<file path="config.mk">
export PLATFORM = sky130hd
export DESIGN_NAME = multicycle_controller
export DESIGN_NICKNAME = d
export VERILOG_FILES = /design/src/rtl/multicycle_controller.sv
export SDC_FILE = /design/constraint.sdc
export NUM_CORES = 1
export LEC_CHECK = 0
export ABC_AREA = 1
export CORE_ASPECT_RATIO = 0.75
export CORE_MARGIN = 1
export CORE_UTILIZATION = 37
export DETAILED_ROUTE_END_ITERATION = 10
export PLACE_DENSITY = 0.79
export SYNTH_ARGS = -nofsm -noshare
export SYNTH_HDL_FRONTEND = slang
export SYNTH_SLANG_ARGS = --single-unit
</file>
<file path="constraint.sdc">
create_clock -name i_clk -period 1.4 [get_ports i_clk]
set_input_delay 0.28 -clock i_clk [delete_from_list [all_inputs] [get_ports i_clk]]
set_output_delay 0.28 -clock i_clk [all_outputs]
set_load 0.005 [all_outputs]
</file>
<file path="src/rtl/multicycle_controller.sv">
// Main control FSM for a multi-cycle MIPS-subset datapath sharing one memory port.
// Outputs are decoded combinationally from state; memory states stall on i_mem_ready.
module multicycle_controller #(
  parameter logic [3:0] ADD_CTRL   = 4'b0010,
  parameter logic [3:0] SUB_CTRL   = 4'b0110,
  parameter logic [5:0] OUT_OPCODE = 6'h3F
) (
  input  logic       i_clk,
  input  logic       i_reset,
  input  logic [5:0] i_opcode,
  input  logic [5:0] i_funct,
  input  logic       i_zero,
  input  logic       i_mem_ready,
  output logic       o_memread,
  output logic       o_memwrite,
  output logic       o_iord,
  output logic       o_irwrite,
  output logic       o_pcen,
  output logic       o_regwrite,
  output logic       o_regdst,
  output logic       o_memtoreg,
  output logic       o_alusrca,
  output logic [1:0] o_alusrcb,
  output logic [1:0] o_pcsrc,
  output logic [3:0] o_aluctrl,
  output logic       o_outwrite,
  output logic       o_illegal,
  output logic [3:0] o_state
);

  typedef enum logic [3:0] {
    S_FETCH   = 4'd0,
    S_DECODE  = 4'd1,
    S_MEMADR  = 4'd2,
    S_MEMRD   = 4'd3,
    S_MEMWB   = 4'd4,
    S_MEMWR   = 4'd5,
    S_RTEX    = 4'd6,
    S_ALUWB   = 4'd7,
    S_BRANCH  = 4'd8,
    S_ADDIEX  = 4'd9,
    S_ADDIWB  = 4'd10,
    S_JUMP    = 4'd11,
    S_OUTPUT  = 4'd12,
    S_ILLEGAL = 4'd15
  } state_t;

  state_t     r_state;
  logic       w_funct_legal;
  logic [3:0] w_funct_ctrl;

  always_comb begin
    w_funct_legal = 1'b1;
    w_funct_ctrl  = ADD_CTRL;
    case (i_funct)
      6'h20:   w_funct_ctrl = ADD_CTRL;
      6'h22:   w_funct_ctrl = SUB_CTRL;
      6'h24:   w_funct_ctrl = 4'b0000;
      6'h25:   w_funct_ctrl = 4'b0001;
      6'h2A:   w_funct_ctrl = 4'b0111;
      default: w_funct_legal = 1'b0;
    endcase
  end

  always_ff @(posedge i_clk) begin
    if (!i_reset) begin
      r_state <= S_FETCH;
    end else begin
      case (r_state)
        S_FETCH:  if (i_mem_ready) r_state <= S_DECODE;
        S_DECODE: begin
          if (i_opcode == 6'h00)
            r_state <= w_funct_legal ? S_RTEX : S_ILLEGAL;
          else if (i_opcode == 6'h23 || i_opcode == 6'h2B)
            r_state <= S_MEMADR;
          else if (i_opcode == 6'h04)
            r_state <= S_BRANCH;
          else if (i_opcode == 6'h08)
            r_state <= S_ADDIEX;
          else if (i_opcode == 6'h02)
            r_state <= S_JUMP;
          else if (i_opcode == OUT_OPCODE)
            r_state <= S_OUTPUT;
          else
            r_state <= S_ILLEGAL;
        end
        S_MEMADR: r_state <= (i_opcode == 6'h23) ? S_MEMRD : S_MEMWR;
        S_MEMRD:  if (i_mem_ready) r_state <= S_MEMWB;
        S_MEMWR:  if (i_mem_ready) r_state <= S_FETCH;
        S_RTEX:   r_state <= S_ALUWB;
        S_ADDIEX: r_state <= S_ADDIWB;
        S_MEMWB, S_ALUWB, S_ADDIWB, S_BRANCH, S_JUMP, S_OUTPUT:
                  r_state <= S_FETCH;
        default:  r_state <= S_ILLEGAL;
      endcase
    end
  end

  // Reset gates every output combinationally so no strobe leaks on the reset cycle.
  always_comb begin
    o_memread  = 1'b0;
    o_memwrite = 1'b0;
    o_iord     = 1'b0;
    o_irwrite  = 1'b0;
    o_pcen     = 1'b0;
    o_regwrite = 1'b0;
    o_regdst   = 1'b0;
    o_memtoreg = 1'b0;
    o_alusrca  = 1'b0;
    o_alusrcb  = 2'b00;
    o_pcsrc    = 2'b00;
    o_aluctrl  = ADD_CTRL;
    o_outwrite = 1'b0;
    o_illegal  = 1'b0;
    if (i_reset) begin
      case (r_state)
        S_FETCH: begin
          o_memread = 1'b1;
          o_alusrcb = 2'b01;
          o_irwrite = i_mem_ready;
          o_pcen    = i_mem_ready;
        end
        S_DECODE: o_alusrcb = 2'b11;
        S_MEMADR: begin
          o_alusrca = 1'b1;
          o_alusrcb = 2'b10;
        end
        S_MEMRD: begin
          o_memread = 1'b1;
          o_iord    = 1'b1;
        end
        S_MEMWB: begin
          o_regwrite = 1'b1;
          o_memtoreg = 1'b1;
        end
        S_MEMWR: begin
          o_memwrite = 1'b1;
          o_iord     = 1'b1;
        end
        S_RTEX: begin
          o_alusrca = 1'b1;
          o_aluctrl = w_funct_ctrl;
        end
        S_ALUWB: begin
          o_regwrite = 1'b1;
          o_regdst   = 1'b1;
        end
        S_BRANCH: begin
          o_alusrca = 1'b1;
          o_aluctrl = SUB_CTRL;
          o_pcsrc   = 2'b01;
          o_pcen    = i_zero;
        end
        S_ADDIEX: begin
          o_alusrca = 1'b1;
          o_alusrcb = 2'b10;
        end
        S_ADDIWB: o_regwrite = 1'b1;
        S_JUMP: begin
          o_pcsrc = 2'b10;
          o_pcen  = 1'b1;
        end
        S_OUTPUT:  o_outwrite = 1'b1;
        S_ILLEGAL: o_illegal  = 1'b1;
        default:   o_illegal  = 1'b1;
      endcase
    end
  end

  assign o_state = r_state;

endmodule

</file>
==> results of run 1 <==
## logic make-up after synthesis
logic type / synth area share
other: 0.00558
AOI/OAI and AO/OA: 0.142
DFF: 0.119
buffers and inverters: 0.162
and+or+nand+nor: 0.572
## synthesized netlist by cell type, types with 2 or more instances
library cell	number	area [um^2]
nor2_1	36	135
nand2_1	29	109
inv_1	24	90.1
nand3_1	14	70.1
a21oi_1	6	30.0
dfxtp_1	4	80.1
nor3_1	3	15.0
o21ai_0	3	15.0
a211oi_1	2	15.0
inv_2	2	7.51
nand3b_1	2	15.0
## per-stage QoR
| stage | hold slack, ns | setup slack, ns | setup TNS, ns |
|---|---|---|---|
| after CTS | 0.706 | -0.168 | -1.48 |
| after detailed placement | 0.698 | -0.704 | -10.67 |
| after global placement | 0.696 | -0.659 | -10.09 |
| after floorplan | 0.403 | 0.0724 | 0 |
## what timing repair did
item                                    in CTS
cloned                                       0
pin swaps                                   19
endpoints found under the setup margin      23
resized for setup                          146
setup buffers                               13
==> results.md, run 1 <==
* Most used flip-flop cell after synthesis: dfxtp_1
* Chip height at 38.9 um
* Cell Area, Placed at 1270 um^2
* Cell Count Post-Placement at 223
* Chip width at 51.2 um
* Max clock buf depth at 2
* Sequential element share of the synthesized area at 0.119
* CTS sink cnt at 4
* Pin count of the biggest net entering global routing at 12
* Synth Cell Area at 672 um^2
* Stop err: [ERROR DPL-0038] Utilization greater than 100%, impossible to legalize
* Std-Cell Rows at 12
* EDFF count, synth at 0
* CTS H-Tree Depth at 1
* Port buffer count at 37
* Hold Buf Count CTS at 0
* Synth Instances at 138
* Synth cell types at 24
* Initial Util at 0.422
* Register bit total from synthesis at 4
* Syn avg cell area at 4.87 um^2
* Failing step: global routing
* CTS Buf Count at 3
* DPL Wire Length at 2030 um
* Ys Warns at 0
* Crit. endpoint post-GRT repair: o_pcen
* Asr flop ratio synth at 0
* Syn nets at 154
* Top-level I/O count at 39
* Clk root buf: clkbuf_4
* Final Wtd Congestion at 0.844
* Worst endpoint type: output port
* Status: stopped before the end
==> inputs of run 2 (changes only) <==
--- a/config.mk
+++ b/config.mk
@@ -6,11 +6,10 @@
 export NUM_CORES = 1
 export LEC_CHECK = 0
 export ABC_AREA = 1
-export CORE_ASPECT_RATIO = 0.75
-export CORE_MARGIN = 1
-export CORE_UTILIZATION = 37
+export CORE_AREA = 2 2 63 65
 export DETAILED_ROUTE_END_ITERATION = 10
-export PLACE_DENSITY = 0.79
+export DIE_AREA = 0 0 65 67
+export PLACE_DENSITY_LB_ADDON = 0.15
 export SYNTH_ARGS = -nofsm -noshare
 export SYNTH_HDL_FRONTEND = slang
 export SYNTH_SLANG_ARGS = --single-unit
==> run 2 against run 1 <==
Against the previous run:
- the flow now finishes, with violations (setup timing)
- synthesized cell count did not move
- area after synthesis did not move
==> results.md, run 2 <==
* Asr flop ratio synth at 0 (unchanged)
* CP endpoint kind: output pin
* Synth Instances at 138 (unchanged)
* Worst min-delay path class: flip-flop to flip-flop
* DRT iter0 DRCs at 17
* Area leader, netlist: nor2_1 (unchanged)
* Synth Cell Area at 672 um^2 (unchanged)
* Initial Util at 0.186 (was 0.422)
* CTS sink cnt at 4 (unchanged)
* First-pass GRT wire length at 4520 um
* CTS Buf Count at 3 (unchanged)
* Core area at 3610 um^2
* CTS H-Tree Depth at 1 (unchanged)
* Die area at 4360 um^2
* Pleak at 0.823 nW
* Slew Limit Fails at 0
* Crit-path cells: inv_4, nand2_4, buf_6, o21ai_2, a211oi_2, buf_2
* CP required at 1.12 ns
* Vias at 1161
* Final ANT Viol Nets at 0
* Design area at 1640 um^2
* Std-Cell Rows at 22 (was 12)
* GRT Util Overall at 0.133
* Drt drc at 0
* Failing checks: setup timing
* Max clock buf depth at 2 (unchanged)
* Port buffer count at 37 (unchanged)
* Nets at 238
* Gr ovfl total at 0
* XOR/XNOR share of the synthesized area at 0 (unchanged)
* Worst skew pair latency at 0.22 ns
* Sequential element share of the synthesized area at 0.119 (unchanged)
* Clk root buf: clkbuf_8 (was clkbuf_4)
* Pin count of the biggest net entering global routing at 13
* Mux contribution to synthesized area at 0 (unchanged)
* Synth area leaders: nor2_1 20%, nand2_1 16%, inv_1 13% (unchanged)
* Cell Count Post-Placement at 258 (was 223)
* DPL Wire Length at 2200 um (was 2030 um)
* Max Fclk at 658 MHz
* Vias in the first global route at 1078
* Antenna diodes at 0
* Setup CP Type: flip-flop to output pin
* Synth Area in Adders at 0 (unchanged)
* Crit share post-route at 1.09
* Pwr dens at 1250 nW/um^2
* Simple-gate share of the synthesized area at 0.572 (unchanged)
* Antenna violations before repair at 0
* First-pass DRT Iterations at 4
* Drt wl/cell at 10.7 um
* MaxCap Viol Count at 0
* Highest-delay cell along the critical path: dfxtp_4
* Main combinational cell family by area after synthesis: simple AND/OR/NAND/NOR gates (unchanged)
* Chip width at 65 um (was 51.2 um)
* Syn avg cell area at 4.87 um^2 (unchanged)
* CP Launch Type: flip-flop
* EDFF count, synth at 0 (unchanged)
* Crit path largest cell delay at 0.39 ns
* Register bit total from synthesis at 4 (unchanged)
* Most used flip-flop cell after synthesis: dfxtp_1 (unchanged)
* Most common cell after layout, fill and taps aside: buf_4
* CP arrival at 1.24 ns
* Max reg flops at 4
* Compound-cell area share of the yosys netlist at 0.142 (unchanged)
* Clock Skew at 0.00154 ns
* Clk slew on worst S/H paths at 0.03 ns
* Final core utilization at 0.455
* Final Wtd Congestion at 0.820 (was 0.844)
* Peak VDD IR at 0.401 mV
* Synth cell types at 24 (unchanged)
* Fin cells at 268
* Most frequent cell after synthesis: nor2_1 (unchanged)
* Final min period at 1.52 ns
* TritonCTS clock tree: done
* Post-route setup slack at -0.119 ns
* RSZ-0062 raised after global routing: true
* Crit Path Max Fanout at 5
* Top-level I/O count at 39 (unchanged)
* Final setup vio count at 15
* Syn nets at 154 (unchanged)
* Drt total wl at 2860 um
* Cell Area, Placed at 1370 um^2 (was 1270 um^2)
* Final hold vios at 0
* Status: complete, but fails checks (was stopped before the end)
* Area fraction of the dominant cell type after synthesis at 0.201 (unchanged)
* Share of layout cells above drive strength 1 at 0.614
* Top cells by count, synth: 36 x nor2_1, 29 x nand2_1, 24 x inv_1, 14 x nand3_1, 6 x a21oi_1 (unchanged)
* Chip height at 67 um (was 38.9 um)
* Ys Warns at 0 (unchanged)
* Syn-to-layout area delta at 144%
* Hold Buf Count CTS at 0 (unchanged)
* Via-to-Cell Ratio at 4.33
* Most frequent cells in the layout: 34 x buf_4, 18 x nor2_1, 17 x nand2_1, 16 x buf_2, 14 x inv_1
[run 2: cell counts after synthesis]
No cell type changed its count.
[run 2: per-layer routing]
metal  up-vias  part of all wire  global-route usage
li1        602                 -                   -
met2        36              0.51               0.241
met4         0             0.021              0.0612
met3         9             0.050              0.0270
met1       514              0.41               0.150
met5         -                 0                   0
[run 2: path summary, 6_finish.rpt]
check,startpoint,endpoint,slack (ns),depth (start not counted)
setup / recovery,o_state[0],o_regwrite,-0.12,6
setup reg to reg,o_state[0],o_state[1],0.02,11
hold / removal,o_state[1],o_state[1],0.61,2
hold reg to reg,o_state[1],o_state[1],0.61,2
[run 2: cells by family (layout without fill, tap and decap cells)]
| logic type | after synthesis | count (layout) |
|---|---|---|
| AO/OA/AOI/OAI | 16 | 16 |
| buffers and inverters | 28 | 110 |
| AND/OR/NAND/NOR | 89 | 89 |
| other | 1 | 1 |
| flip-flops | 4 | 4 |
[run 2: cell type report]
type                       instances  area [um^2]
clock buffer                       3         41.3
fill                             392         1970
inverter                          26          113
multi-input combinational        106          707
sequential                         4         95.1
tap                               48         60.1
timing repair buffer              81          623
[run 2: power breakdown]
| part | leakage, nW | total, mW | switching, mW | internal, mW |
|---|---|---|---|---|
| sequential | 0.0357 | 0.270 | 0.0945 | 0.175 |
| combinational | 0.766 | 1.54 | 0.749 | 0.791 |
| clock | 0.0216 | 0.240 | 0.0567 | 0.183 |
| total | 0.823 | 2.05 | 0.900 | 1.15 |
[run 2: worst max-delay path: cells and delay by family (launching register included)]
family	cells	cell delay [ns]
buffers and inverters	3	0.32
flip-flops	1	0.39
AND/OR/NAND/NOR	1	0.07
AO/OA/AOI/OAI	2	0.25
[run 2: repair_timing]
action                                  4_1_cts  5_1_grt
resized for setup                           139       47
pin swaps                                    16       17
endpoints found under the setup margin       23       21
setup buffers                                 5        3
[run 2: per-stage QoR]
stage | TNS (ns) | total power, mW | hold WS, ns | setup slack (ns)
finish | -0.997 | 2.05 | 0.610 | -0.119
global route | -2.35 | 2.21 | 0.645 | -0.201
CTS | -1.29 | 1.83 | 0.592 | -0.155
detailed placement | -10.26 | 1.40 | 0.604 | -0.671
global placement | -9.84 | 1.39 | 0.596 | -0.618
floorplan | 0 | 0.679 | 0.403 | 0.0724
Power figures use the tool's default switching activity.
